## src/rtl/event_prescaler16.sv

```systemverilog
// event_prescaler16: event strobe source for the 16-bit countdown timer.
// Selects internal sysclk ticks or a synchronised, glitch-filtered,
// edge-qualified external pin, and divides the chosen source by a loadable
// prescaler. counter_event is a registered single-cycle pulse that is always
// followed by at least one low cycle.
module event_prescaler16 #(
  parameter int unsigned FILTER_LEN = 4
) (
  input  logic        sysclk,
  input  logic        sysreset,
  input  logic [15:0] data_in,
  input  logic        load_divisor,
  input  logic        load_ctrl,
  input  logic        rd_sel,
  output logic [15:0] data_out,
  input  logic        ext_in,
  output logic        counter_event
);

  localparam int unsigned FW = $clog2(FILTER_LEN + 1);

  logic [15:0]   divisor_q, divisor_d;
  logic [3:0]    ctrl_q, ctrl_d;
  logic [15:0]   count_q, count_d;
  logic          event_q, event_d;
  logic          sync1_q, sync2_q;
  logic          filt_q, filt_d;
  logic          filt_prev_q;
  logic [FW-1:0] fcnt_q, fcnt_d;

  logic [15:0]   eff_div;
  logic          ext_edge;
  logic          src_event;
  logic          restart;
  logic          any_load;

  // Glitch filter: follow the synced level only after FILTER_LEN consecutive
  // samples that disagree with the current filtered level.
  always_comb begin
    fcnt_d = '0;
    filt_d = filt_q;
    if (sync2_q != filt_q) begin
      if (fcnt_q == FW'(FILTER_LEN - 1)) begin
        filt_d = sync2_q;
      end else begin
        fcnt_d = fcnt_q + FW'(1);
      end
    end
  end

  // Edge qualification of the filtered level and source selection.
  always_comb begin
    case (ctrl_q[3:2])
      2'b01:   ext_edge = filt_prev_q & ~filt_q;
      2'b10:   ext_edge = filt_prev_q ^ filt_q;
      default: ext_edge = filt_q & ~filt_prev_q;
    endcase
    src_event = ctrl_q[1] ? ext_edge : 1'b1;
  end

  // Register writes, phase restart and prescale countdown.
  // Any register write suppresses event processing for that cycle; only a
  // divisor write, an enable 0->1 or a source change restart the phase.
  always_comb begin
    divisor_d = load_divisor ? data_in : divisor_q;
    ctrl_d    = load_ctrl ? data_in[3:0] : ctrl_q;
    eff_div   = (divisor_d == '0) ? 16'd1 : divisor_d;
    restart   = load_divisor
              | (load_ctrl & ((~ctrl_q[0] & data_in[0]) | (ctrl_q[1] ^ data_in[1])));
    any_load  = load_divisor | load_ctrl;
    count_d   = count_q;
    event_d   = 1'b0;
    if (restart) begin
      count_d = eff_div;
    end else if (!any_load && ctrl_q[0] && src_event) begin
      if (count_q == '0) begin
        event_d = 1'b1;
        count_d = eff_div;
      end else begin
        count_d = count_q - 16'd1;
      end
    end
  end

  // State registers; the external path runs regardless of enable.
  always_ff @(posedge sysclk or posedge sysreset) begin
    if (sysreset) begin
      divisor_q   <= '0;
      ctrl_q      <= '0;
      count_q     <= 16'd1;
      event_q     <= 1'b0;
      sync1_q     <= 1'b0;
      sync2_q     <= 1'b0;
      filt_q      <= 1'b0;
      filt_prev_q <= 1'b0;
      fcnt_q      <= '0;
    end else begin
      divisor_q   <= divisor_d;
      ctrl_q      <= ctrl_d;
      count_q     <= count_d;
      event_q     <= event_d;
      sync1_q     <= ext_in;
      sync2_q     <= sync1_q;
      filt_q      <= filt_d;
      filt_prev_q <= filt_q;
      fcnt_q      <= fcnt_d;
    end
  end

  assign data_out      = rd_sel ? {12'b0, ctrl_q} : divisor_q;
  assign counter_event = event_q;

endmodule

```

## config.mk

```make
export PLATFORM = sky130hd
export DESIGN_NAME = event_prescaler16
export DESIGN_NICKNAME = d
export VERILOG_FILES = /design/src/rtl/event_prescaler16.sv
export SDC_FILE = /design/constraint.sdc
export NUM_CORES = 1
export LEC_CHECK = 0
export CORE_MARGIN = 2
export CORE_UTILIZATION = 35
export CTS_BUF_LIST = sky130_fd_sc_hd__clkbuf_4
export DETAILED_ROUTE_END_ITERATION = 6
export SYNTH_ARGS = -nofsm -noshare
export SYNTH_HDL_FRONTEND = slang
export SYNTH_SLANG_ARGS = --single-unit
```

## constraint.sdc

```tcl
create_clock -name sysclk -period 2.5 [get_ports sysclk]
set_input_delay 0.5 -clock sysclk [delete_from_list [all_inputs] [get_ports sysclk]]
set_output_delay 0.5 -clock sysclk [all_outputs]
set_load 0.02 [all_outputs]
```

==> key figures <==
Setup path
  • Max incr delay on CP: 560 ps
  • CP Launch Type: flip-flop
  • R2R cell count: 6
  • Worst setup endpoint: count_q[12]
  • Crit. End Element: flip-flop
  • Critical path required time: 2750 ps
  • FF-to-FF End: count_q[12]
  • Slowest CP cell: or4_4
  • CP startpoint: count_q[10]
  • R2r startpoint: count_q[10]
  • WS Path Type: reg2reg
  • Worst Path Arrival: 2640 ps
  • WP depth: 6
  • Register-to-register setup slack: 120 ps
  • Crit-path cells: or4_4 -> or3_4 -> o21ai_4 -> buf_4 -> nor2_1 -> a221o_1
  • CP top delay family: simple AND/OR/NAND/NOR gates
  • WP buf/inv: 1
  • CP max FO: 13

Timing
  • Final Cycle Share: 95.39%
  • Max Clk Rate: 419.3 MHz
  • Max_slew headroom: 44.46%
  • Final min period: 2385 ps
  • Unrepaired setup endpoints after global routing: no
  • Worst-Margin Slew: 828.0 ps
  • Worst clock skew: slightly below 20 ps
  • Setup ws final: 115.1 ps
  • Slew Limit Fails: 0
  • Endpoints failing hold: 0
  • Setup TNS: 0 ps
  • Final setup violation count: 0
  • Hold Slack: between 300 and 400 ps

Clock tree
  • Clk buf depth: 2
  • Worst-Skew Late Latency: 370 ps
  • CTS buffer count: 5
  • TritonCTS clock tree: yes
  • Reg clk slew, reported paths: 150 ps
  • Clk root buf: clkbuf_4
  • # clock sinks: 44
  • H-tree depth: 2

Yosys
  • Async S/R FF share, synth: 100.0%
  • Top-area cell type share of the netlist area: 44.01%
  • Leading register cell type out of synthesis: dfrtp_1
  • Net count after synthesis: around 270
  • Post-Syn Area per Cell: 10.36 sq um
  • Post-Syn Area: 2445 sq um
  • Cell with the most instances after synthesis: dfrtp_1
  • Yosys Warn Count: 0
  • Area leader, netlist: dfrtp_1
  • Number of synthesized register bits: 44
  • Seq/Total Area, Yosys: a little under half
  • Number of synthesized flops with an enable pin: 0
  • Distinct cells, synth: 49
  • Area contributors post-synth: dfrtp_1 44%, mux2_2 6.9%, mux2i_1 4.1%
  • Mapped Cells: 236
  • Synth top cells by count: 43 x dfrtp_1, 17 x inv_1, 15 x mux2_2

Power and ir drop
  • Power per cell area: around 630 nW/um^2
  • Leak: 0.001397 uW
  • VDD IR max: between 0.2 and 0.25 mV

Drt
  • Drt total wl: roughly 6600 microns
  • Initial DRT Pass Iterations: 4
  • Vias per cell: roughly 5.2
  • ANT nets after route: 0
  • DR iter-0 viols: 92
  • DR DRC count: 0
  • Via count: 2079
  • Wire per inst: 16.51 microns

Placed design
  • RePlAce Congestion: 0.8703
  • Dpl hpwl: ~5000 microns
  • I/O Buffers: 38
  • Placed cell area: 3164 sq um
  • Dpl ws: -111.5 ps

Global routing
  • First-pass GRT wire length: 10610 microns
  • Gr ovfl total: 0
  • Pin count of the biggest net entering global routing: 20
  • Total GRT Usage: 18.29%
  • Antenna violations before repair: 0
  • Vias in the first global route: 2049

Cells and area
  • Ant diodes: 0
  • Share of layout cells above drive strength 1: 21.90%
  • Final #Nets: 334
  • Area Growth Syn to Fin: 33.52%
  • Core Util, Final: 48.05%
  • Design area: 3264 sq um

Floorplanning
  • # rows: 30
  • Ports: 39
  • Die height: between 80 and 90 microns
  • Die Area: 7669 sq um
  • Die width: 87.58 microns
  • Initial core utilization: 35.99%
  • Core area: about 6800 sq um

Status
  • Status: complete, no violations

Flow run
  • Max-cap violations: 0

Hold path
  • Hold crit path type: reg2reg
  • Hold depth: 0
-- worst register-to-register path, delay by kind of cell, from the launching register on --
family,cells,cell delay (ps)
simple gates,3,1030
compound gates,2,660
flops,1,400
buf+inv,1,190
-- repair_timing --
item	in CTS	in global routing
hold buffers	0	0
setup endpoints to repair	15	5
pin swaps	0	1
buffers inserted	0	3
gates resized for setup	2	0
gates cloned	0	0
-- worst min path at each step --
stage	from	end	slack, ps
floorplan	sync1_q	sync2_q	330
global placement	sync1_q	sync2_q	340
detailed placement	sync1_q	sync2_q	350
CTS	sync1_q	sync2_q	380
global route	sync1_q	sync2_q	390
finish	sync1_q	sync2_q	380
-- power by group --
group | internal (uW) | switching, uW
clock | 221 | 247
sequential | 834 | 100
combinational | 322 | 326
-- registers in the layout (all words and copies together) (netlist names) --
| register | count |
|---|---|
| count_q | 16 |
| counter_event | 1 |
| ctrl_q | 4 |
| divisor_q | 16 |
| fcnt_q | 3 |
| filt_prev_q | 1 |
| filt_q | 1 |
| sync1_q | 1 |
| sync2_q | 1 |
-- logic make-up after synthesis --
group                      Yosys count  share of synthesized area [%]
AOI/OAI and AO/OA                   49                          15.10
xor gates and xnor gates             2                         0.7166
adders and majority gates            7                          3.582
buffers and inverters               28                          5.015
DFF                                 44                          45.09
muxes                               25                          11.00
and+or+nand+nor                     81                          19.50
-- layer usage --
metal / global-route usage, % / vias up / wire, microns
li1: - / 1009 / -
met1: 26.04 / 1003 / 3228
met2: 29.06 / 58 / 3034
met3: 3.110 / 9 / 268
met4: 4.615 / 0 / 108
met5: 0 / - / 0
-- layout by cell type (no fill, tap or decap), types with 3 or more instances in the layout --
| cell | n |
|---|---|
| o311ai_0 | 3 |
| o21ai_0 | 12 |
| buf_12 | 3 |
| dfrtp_1 | 43 |
| o2bb2a_1 | 3 |
| ha_1 | 7 |
| clkdlybuf4s50_1 | 36 |
| nor2_1 | 10 |
| o211ai_1 | 7 |
| nor4_1 | 5 |
| buf_4 | 32 |
| nor3_1 | 9 |
| a21oi_1 | 4 |
| o2bb2ai_1 | 4 |
| clkbuf_4 | 6 |
| mux2i_1 | 10 |
| or4_1 | 7 |
| nor2b_1 | 14 |
| nand3_1 | 6 |
| inv_1 | 16 |
| nand4_1 | 3 |
| mux2_2 | 15 |
| nand2_1 | 12 |
-- final cells by class --
type	instances	area (sq um)
Fill cell	644	3530
Multi-Input combinational cell	164	1220
Sequential cell	44	1102
Timing Repair Buffer	73	678.2
Tap cell	96	120.1
Inverter	17	63.81
Clock buffer	6	45.04
Clock inverter	2	35.03
-- stage by stage --
stage	power, uW	std cells
2_1_floorplan	1311	236
3_3_place_gp	1574	391
6_report	2049	402
3_5_place_dp	1584	391
4_1_cts	2051	399
5_1_grt	2185	402
(Power assumes the default switching activity.)
